===== src/rtl/nes_dbg_host_if.sv =====
// Byte-stream and status-record signals between nes_dbg_host and its sequencer/UART FIFO pair.
// The slave modport is the host engine's view; master is the surrounding environment's view.
interface nes_dbg_host_if;
  logic        req_valid;
  logic        req_ready;
  logic [7:0]  req_cmd;
  logic [7:0]  req_data;
  logic [7:0]  tx_data;
  logic        tx_wr;
  logic        tx_full;
  logic [7:0]  rx_data;
  logic        rx_empty;
  logic        rx_rd;
  logic        rsp_valid;
  logic [7:0]  rsp_phase;
  logic [7:0]  rsp_ir;
  logic [15:0] rsp_addr;
  logic [7:0]  rsp_dout;
  logic        rsp_rnw;
  logic [15:0] rsp_pc;
  logic [7:0]  rsp_x;
  logic [7:0]  rsp_y;
  logic [7:0]  rsp_ac;
  logic [7:0]  rsp_s;
  logic [7:0]  rsp_p;
  logic        proto_err;
  logic        timeout;
  logic [7:0]  stray_cnt;

  modport slave (
    input  req_valid, req_cmd, req_data, tx_full, rx_data, rx_empty,
    output req_ready, tx_data, tx_wr, rx_rd, rsp_valid, rsp_phase, rsp_ir, rsp_addr,
           rsp_dout, rsp_rnw, rsp_pc, rsp_x, rsp_y, rsp_ac, rsp_s, rsp_p,
           proto_err, timeout, stray_cnt
  );

  modport master (
    output req_valid, req_cmd, req_data, tx_full, rx_data, rx_empty,
    input  req_ready, tx_data, tx_wr, rx_rd, rsp_valid, rsp_phase, rsp_ir, rsp_addr,
           rsp_dout, rsp_rnw, rsp_pc, rsp_x, rsp_y, rsp_ac, rsp_s, rsp_p,
           proto_err, timeout, stray_cnt
  );
endinterface


===== src/rtl/nes_dbg_host.sv =====
// nes_dbg_host: host side of the NES single-step debug link (2-byte command out, 13-byte status reply in).
// Define HOST_TIMEOUT_EN to abort replies not completed within TIMEOUT_CYC cycles; otherwise RX waits forever.
module nes_dbg_host #(
  parameter int unsigned TIMEOUT_CYC = 2_000_000
) (
  input logic           clk_in,
  input logic           rst,
  nes_dbg_host_if.slave bus
);
  localparam int         RSP_LEN  = 13;
  localparam logic [3:0] LAST_IDX = 4'(RSP_LEN - 1);

  typedef enum logic [2:0] {
    IDLE, TX_CMD, TX_DATA, RX_WAIT, RX_LATCH, DONE
  } state_e;

  state_e                   state_q, state_d;
  logic [7:0]               cmd_q, data_q, strayCnt_q;
  logic [3:0]               idx_q;
  logic [8*(RSP_LEN-1)-1:0] shadow_q;
  logic [8*RSP_LEN-1:0]     rsp_q;
  logic                     protoErr_q, txGap_q;
  logic                     txWr, rxRd, accept, timeoutHit;
  logic [7:0]               txData;
  logic                     phaseBad, rnwBad;

  assign phaseBad = (cmd_q == 8'd0) ? (bus.rx_data != 8'd0)
                                    : (bus.rx_data != 8'd1 && bus.rx_data != 8'd2);
  assign rnwBad   = |bus.rx_data[7:1];

`ifdef HOST_TIMEOUT_EN
  localparam logic [31:0] TMO_LAST = 32'(TIMEOUT_CYC - 1);
  logic [31:0] tmoCnt_q;
  logic        timeout_q;

  assign timeoutHit = (tmoCnt_q == TMO_LAST);

  // Counter restarts on the data-byte write and only advances while a reply is outstanding.
  always_ff @(posedge clk_in or posedge rst) begin
    if (rst) begin
      tmoCnt_q  <= '0;
      timeout_q <= 1'b0;
    end else begin
      if (accept) timeout_q <= 1'b0;
      if (state_q == TX_DATA && txWr) begin
        tmoCnt_q <= '0;
      end else if (state_q == RX_WAIT || state_q == RX_LATCH) begin
        tmoCnt_q <= tmoCnt_q + 32'd1;
        if (timeoutHit && state_d == IDLE) timeout_q <= 1'b1;
      end
    end
  end

  assign bus.timeout = timeout_q;
`else
  logic unusedTimeoutCfg;
  assign unusedTimeoutCfg = ^TIMEOUT_CYC;
  assign timeoutHit       = 1'b0;
  assign bus.timeout      = 1'b0;
`endif

  always_ff @(posedge clk_in or posedge rst) begin
    if (rst) state_q <= IDLE;
    else     state_q <= state_d;
  end

  always_comb begin
    state_d = state_q;
    txWr    = 1'b0;
    rxRd    = 1'b0;
    accept  = 1'b0;
    txData  = (state_q == TX_DATA) ? data_q : cmd_q;
    case (state_q)
      IDLE: begin
        rxRd = !bus.rx_empty;
        if (bus.req_valid) begin
          accept  = 1'b1;
          state_d = TX_CMD;
        end
      end
      TX_CMD: begin
        if (!bus.tx_full) begin
          txWr    = 1'b1;
          state_d = TX_DATA;
        end
      end
      // txGap_q enforces the idle cycle the FIFO write line needs between strobes.
      TX_DATA: begin
        if (!bus.tx_full && !txGap_q) begin
          txWr    = 1'b1;
          state_d = RX_WAIT;
        end
      end
      RX_WAIT: begin
        if (timeoutHit) begin
          state_d = IDLE;
        end else if (!bus.rx_empty) begin
          rxRd    = 1'b1;
          state_d = RX_LATCH;
        end
      end
      RX_LATCH: begin
        if (idx_q == LAST_IDX) state_d = DONE;
        else if (timeoutHit)   state_d = IDLE;
        else                   state_d = RX_WAIT;
      end
      DONE:    state_d = IDLE;
      default: state_d = IDLE;
    endcase
  end

  always_ff @(posedge clk_in or posedge rst) begin
    if (rst) begin
      cmd_q      <= '0;
      data_q     <= '0;
      strayCnt_q <= '0;
      idx_q      <= '0;
      shadow_q   <= '0;
      rsp_q      <= '0;
      protoErr_q <= 1'b0;
      txGap_q    <= 1'b0;
    end else begin
      txGap_q <= txWr;
      if (accept) begin
        cmd_q      <= bus.req_cmd;
        data_q     <= bus.req_data;
        idx_q      <= '0;
        protoErr_q <= 1'b0;
      end
      if (state_q == IDLE && rxRd && strayCnt_q != 8'hFF) strayCnt_q <= strayCnt_q + 8'd1;
      // Bytes 0..11 collect in the shadow; the last byte lands straight in the visible record.
      if (state_q == RX_LATCH) begin
        if ((idx_q == 4'd0 && phaseBad) || (idx_q == 4'd5 && rnwBad)) protoErr_q <= 1'b1;
        if (idx_q == LAST_IDX) begin
          rsp_q <= {bus.rx_data, shadow_q};
        end else begin
          shadow_q[{idx_q, 3'b000} +: 8] <= bus.rx_data;
          idx_q                          <= idx_q + 4'd1;
        end
      end
    end
  end

  assign bus.req_ready = (state_q == IDLE);
  assign bus.tx_wr     = txWr;
  assign bus.tx_data   = txData;
  assign bus.rx_rd     = rxRd;
  assign bus.rsp_valid = (state_q == DONE);
  assign bus.rsp_phase = rsp_q[7:0];
  assign bus.rsp_ir    = rsp_q[15:8];
  assign bus.rsp_addr  = {rsp_q[23:16], rsp_q[31:24]};
  assign bus.rsp_dout  = rsp_q[39:32];
  assign bus.rsp_rnw   = rsp_q[40];
  assign bus.rsp_pc    = {rsp_q[55:48], rsp_q[63:56]};
  assign bus.rsp_x     = rsp_q[71:64];
  assign bus.rsp_y     = rsp_q[79:72];
  assign bus.rsp_ac    = rsp_q[87:80];
  assign bus.rsp_s     = rsp_q[95:88];
  assign bus.rsp_p     = rsp_q[103:96];
  assign bus.proto_err = protoErr_q;
  assign bus.stray_cnt = strayCnt_q;
endmodule


===== src/flat_wrapper.sv =====
// flat-port wrapper written by rule: the top's interface ports become plain ports
module nes_dbg_host_flat 
#(
  parameter int unsigned TIMEOUT_CYC = 2_000_000
)
  (clk_in, rst, bus_req_valid, bus_req_cmd, bus_req_data, bus_tx_full, bus_rx_data, bus_rx_empty, bus_req_ready, bus_tx_data, bus_tx_wr, bus_rx_rd, bus_rsp_valid, bus_rsp_phase, bus_rsp_ir, bus_rsp_addr, bus_rsp_dout, bus_rsp_rnw, bus_rsp_pc, bus_rsp_x, bus_rsp_y, bus_rsp_ac, bus_rsp_s, bus_rsp_p, bus_proto_err, bus_timeout, bus_stray_cnt);
  nes_dbg_host_if bus_i ();
  input logic clk_in;
  input logic rst;
  input wire logic [$bits(bus_i.req_valid)-1:0] bus_req_valid;
  input wire logic [$bits(bus_i.req_cmd)-1:0] bus_req_cmd;
  input wire logic [$bits(bus_i.req_data)-1:0] bus_req_data;
  input wire logic [$bits(bus_i.tx_full)-1:0] bus_tx_full;
  input wire logic [$bits(bus_i.rx_data)-1:0] bus_rx_data;
  input wire logic [$bits(bus_i.rx_empty)-1:0] bus_rx_empty;
  output wire logic [$bits(bus_i.req_ready)-1:0] bus_req_ready;
  output wire logic [$bits(bus_i.tx_data)-1:0] bus_tx_data;
  output wire logic [$bits(bus_i.tx_wr)-1:0] bus_tx_wr;
  output wire logic [$bits(bus_i.rx_rd)-1:0] bus_rx_rd;
  output wire logic [$bits(bus_i.rsp_valid)-1:0] bus_rsp_valid;
  output wire logic [$bits(bus_i.rsp_phase)-1:0] bus_rsp_phase;
  output wire logic [$bits(bus_i.rsp_ir)-1:0] bus_rsp_ir;
  output wire logic [$bits(bus_i.rsp_addr)-1:0] bus_rsp_addr;
  output wire logic [$bits(bus_i.rsp_dout)-1:0] bus_rsp_dout;
  output wire logic [$bits(bus_i.rsp_rnw)-1:0] bus_rsp_rnw;
  output wire logic [$bits(bus_i.rsp_pc)-1:0] bus_rsp_pc;
  output wire logic [$bits(bus_i.rsp_x)-1:0] bus_rsp_x;
  output wire logic [$bits(bus_i.rsp_y)-1:0] bus_rsp_y;
  output wire logic [$bits(bus_i.rsp_ac)-1:0] bus_rsp_ac;
  output wire logic [$bits(bus_i.rsp_s)-1:0] bus_rsp_s;
  output wire logic [$bits(bus_i.rsp_p)-1:0] bus_rsp_p;
  output wire logic [$bits(bus_i.proto_err)-1:0] bus_proto_err;
  output wire logic [$bits(bus_i.timeout)-1:0] bus_timeout;
  output wire logic [$bits(bus_i.stray_cnt)-1:0] bus_stray_cnt;
  assign bus_i.req_valid = bus_req_valid;
  assign bus_i.req_cmd = bus_req_cmd;
  assign bus_i.req_data = bus_req_data;
  assign bus_i.tx_full = bus_tx_full;
  assign bus_i.rx_data = bus_rx_data;
  assign bus_i.rx_empty = bus_rx_empty;
  assign bus_req_ready = bus_i.req_ready;
  assign bus_tx_data = bus_i.tx_data;
  assign bus_tx_wr = bus_i.tx_wr;
  assign bus_rx_rd = bus_i.rx_rd;
  assign bus_rsp_valid = bus_i.rsp_valid;
  assign bus_rsp_phase = bus_i.rsp_phase;
  assign bus_rsp_ir = bus_i.rsp_ir;
  assign bus_rsp_addr = bus_i.rsp_addr;
  assign bus_rsp_dout = bus_i.rsp_dout;
  assign bus_rsp_rnw = bus_i.rsp_rnw;
  assign bus_rsp_pc = bus_i.rsp_pc;
  assign bus_rsp_x = bus_i.rsp_x;
  assign bus_rsp_y = bus_i.rsp_y;
  assign bus_rsp_ac = bus_i.rsp_ac;
  assign bus_rsp_s = bus_i.rsp_s;
  assign bus_rsp_p = bus_i.rsp_p;
  assign bus_proto_err = bus_i.proto_err;
  assign bus_timeout = bus_i.timeout;
  assign bus_stray_cnt = bus_i.stray_cnt;
  nes_dbg_host #(.TIMEOUT_CYC(TIMEOUT_CYC)) u_core (.clk_in(clk_in), .rst(rst), .bus(bus_i));
endmodule

===== config.mk =====
export PLATFORM = sky130hd
export DESIGN_NAME = nes_dbg_host_flat
export DESIGN_NICKNAME = d
export VERILOG_FILES = /design/src/rtl/nes_dbg_host_if.sv /design/src/rtl/nes_dbg_host.sv /design/src/flat_wrapper.sv
export SDC_FILE = /design/constraint.sdc
export NUM_CORES = 1
export LEC_CHECK = 0
export ABC_AREA = 1
export BUFFER_PORTS_ARGS = -buffer_cell sky130_fd_sc_hd__buf_4
export CORE_MARGIN = 2
export CORE_UTILIZATION = 40
export CTS_BUF_LIST = sky130_fd_sc_hd__clkbuf_16
export DETAILED_ROUTE_END_ITERATION = 10
export PLACE_DENSITY_LB_ADDON = 0.15
export SYNTH_ARGS = -nofsm -noshare
export SYNTH_HDL_FRONTEND = slang
export SYNTH_SLANG_ARGS = --single-unit

===== constraint.sdc =====
create_clock -name clk_in -period 5.8 [get_ports clk_in]
set_input_delay 0.29 -clock clk_in [delete_from_list [all_inputs] [get_ports clk_in]]
set_output_delay 0.29 -clock clk_in [all_outputs]
set_load 0.01 [all_outputs]

==> impl_metrics.yaml <==
floorplanning:
  dieArea_um2: 23700
  die_w_um: 154
  die_y_um: 154
  rows: 54
  core-area_um2: 22000
  io_pins: 148
  initial_core_util: 0.410
synthesis:
  yosysTopAreaCellShare: 0.609
  synth_edf_count: 0
  synth_nets: 1031
  ys_ff_latch: 219
  yosysTopAreaCell: "dfrtp_1"
  synthFlopType: "dfrtp_1"
  synth_area_leaders: "dfrtp_1 (61%), nand2_1 (19%), o21ai_0 (3.8%), o21ai_2 (2.5%), inv_1 (2.0%)"
  syn_inst: 996
  synth.distinct_cells: 35
  avgSynthCellArea_um2: 9.04
  ys_warn_count: 0
  ys_async_sr_fraction: 1.00
  ys_seq_area_frac: 0.609
  syn-cell-area_um2: 9000
critical_path:
  cp_data_required_time_ns: 6.19
  cp_num_buf_inv: 3
  cp_top_family: "buffers and inverters"
  cp-end-kind: "flip-flop"
  slowest_stage: "clkinv_2"
  crit_chain: "inv_1, ha_1, nand3_1, nor2_4, clkinv_2, buf_4, nand2_1, nand2_1"
  critPathMaxStageDelay_ns: 0.69
  startpoint_type: "flip-flop"
  criticalPathCategory: "flip-flop to flip-flop"
  cp_max_fo: 68
  worstPathArrival_ns: 3.65
  worst_path_most_repeated_cell: "nand2_1"
  r2r_slack_ns: 2.54
layout:
  antenna_cells: 0
  drive_gt1_frac: 0.203
  final_cell_count_no_fill: 1450
  nets: 1187
  ff_latch_area_um2: 5480
  fill_cells: 2096
  area.growth.synth_to_final_pct: 24.7
  multi_input_area_um2: 3110
place:
  portBuffers: 146
  placed_cells: 1391
  globalplace.congestion: 0.857
  dp_hpwl_um: 14300
run_status:
  status: "finished, final reports clean"
grt:
  grt_pass1_vias: 6700
  grt_use_total: 0.186
  grt_overflow: 0
  grt_max_degree: 90
  grt_antenna_before_repair: 0
  grt_pass1_wl_um: 35600
clock_network:
  cts_buffer_depth: 3
  numCtsBuffers: 24
  cts_tree: "yes"
  cts-root-buf: "clkbuf_16"
  cts.sinks: 219
  clkLatencyLatePin_ns: 0.51
  path_clk_slew_ns: 0.06
  htreeDepth: 1
  cts_resized: 0
power_and_ir_drop:
  clkPwrFrac: 0.361
  seqPwrFrac: 0.440
  ir_drop_v: 0.000241
  leakagePower_nw: 6.04
  cellPowerDensity_nw_per_um2: 371
  p_switching_mw: 1.25
  internal_power_mw: 2.91
  combPwrFrac: 0.198
  swShare: 0.300
timing:
  hold_violations: 0
  min_period_over_period: 0.563
  fmax_ghz: 0.306
  drv_slew: 0
  setup_viol: 0
  slew_headroom: 0.357
  finalSetupTns_ns: 0
  finalCriticalPeriod_ns: 3.26
  worst_pin_slew_ns: 0.964
  finClkSkew_ns: 0.0145
  grt_setup_unrepaired: "no"
run:
  drv_cap: 0
detailed_routing:
  dr.pass1.iters: 5
  wl_per_cell_um: 15.1
  first_iter_violations: 346
  post-route-drc-count: 0
  via_count: 6936
  drt-total-wl_um: 21900
  ant_nets: 0
  avgViaCountPerCell: 4.78
hold_path:
  hp-class: "primary input to flip-flop"
[logic make-up (layout without fill, tap and decap cells)]
family	count (synthesis)	in the layout	synth area share
AO/OA/AOI/OAI	124	124	0.0809
XOR/XNOR	7	7	0.00764
adder cells (fa/ha/maj)	6	6	0.00834
buffers and inverters	93	267	0.0459
flip-flops	219	219	0.609
other	1	1	0.000417
AND/OR/NAND/NOR	546	546	0.248
[worst register-to-register path: cells and delay by family, from the launching register on]
kind,cells,cell delay (ns)
simple gates,4,0.57
flops,1,0.57
buf+inv,3,1.70
fa+ha+maj,1,0.32
[area by class of cell]
cell class	instances	share of cell area
repair buffers	166	0.114
flip-flops and latches	219	0.488
clock inverters	19	0.0142
inverters	57	0.0195
multi-input cells	684	0.277
clock buffers	25	0.0557
well taps	280	0.0312
[through the flow]
| step | hold WS, ns | worst slack (ns) | utilization | power, mW | cell area (um2) |
|---|---|---|---|---|---|
| 2_1_floorplan | 0.407 | 2.66 | - | 2.39 | 9010 |
| 3_3_place_gp | 0.458 | 2.66 | 0.469 | 2.66 | 10300 |
| 3_5_place_dp | 0.460 | 2.59 | 0.469 | 2.68 | 10300 |
| 4_1_cts | 0.00266 | 2.52 | 0.511 | 4.21 | 11200 |
| 5_1_grt | 0.0200 | 2.21 | 0.511 | 4.40 | 11200 |
| 6_report | 0.0209 | 2.54 | 0.511 | 4.17 | 11200 |
[final timing paths]
path	start	endpoint	cells past startpoint
max	u_core.idx_q[0]	u_core.rsp_q[89]	8
min	bus_req_data[5]	u_core.data_q[5]	3
max reg2reg	u_core.idx_q[0]	u_core.rsp_q[89]	8
min reg2reg	u_core.rsp_q[52]	u_core.rsp_q[52]	2
max in group asynchronous	rst	u_core.bus.proto_err	4
min in group asynchronous	rst	u_core.rsp_q[7]	3
[cell usage in the layout, fill, tap and decap left out, drive strengths merged]
cell           n
conb           1
dfrtp        219
nor4           1
o21ai        116
xor2           6
o22ai          3
nor2          34
inv           60
nand3         29
a21oi          3
o21bai         1
dlygate4sd3   15
clkinvlp       2
nand3b         1
nor3          13
clkbuf        25
ha             6
nand2        464
o31a           1
xnor2          1
nand4          4
buf          151
bufinv         3
clkinv        11
[per-layer routing]
layer	wire (um)	track usage	vias up
li1	-	-	3453
met1	10100	0.263	3280
met2	10200	0.298	173
met3	1360	0.0375	30
met4	318	0.0427	0
met5	0	0	-
[power by group through the flow]
stage | registers [mW] | logic (mW) | clock network (mW)
6_report | 1.84 | 0.826 | 1.51
5_1_grt | 1.86 | 0.938 | 1.61
4_1_cts | 1.83 | 0.832 | 1.54
3_5_place_dp | 1.86 | 0.820 | 0
3_3_place_gp | 1.85 | 0.809 | 0
2_1_floorplan | 1.83 | 0.557 | 0
[repair_timing]
item / in CTS / in global routing
endpoints found under the hold margin: 46 / 0
hold buffers: 15 / 0
buffers inserted: 0 / 0
[cell usage after synthesis (all sizes together), types with 2 or more instances]
| library cell | instances |
|---|---|
| a21oi | 3 |
| ha | 6 |
| nand3 | 29 |
| xor2 | 6 |
| nand2 | 464 |
| nor2 | 34 |
| nor3 | 13 |
| clkbuf | 18 |
| dfrtp | 219 |
| nand4 | 4 |
| o22ai | 3 |
| clkinv | 2 |
| buf | 18 |
| inv | 55 |
| o21ai | 116 |
[flip-flops by register name (all words and copies together), names as in the netlist]
signal and flops:
u_core.cmd_q 8, u_core.shadow_q 89, u_core.data_q 8, u_core.bus.stray_cnt 8
u_core.txGap_q 1, u_core.idx_q 4, u_core.rsp_q 97, u_core.state_q 3
u_core.bus.proto_err 1
(Power assumes the default switching activity.)
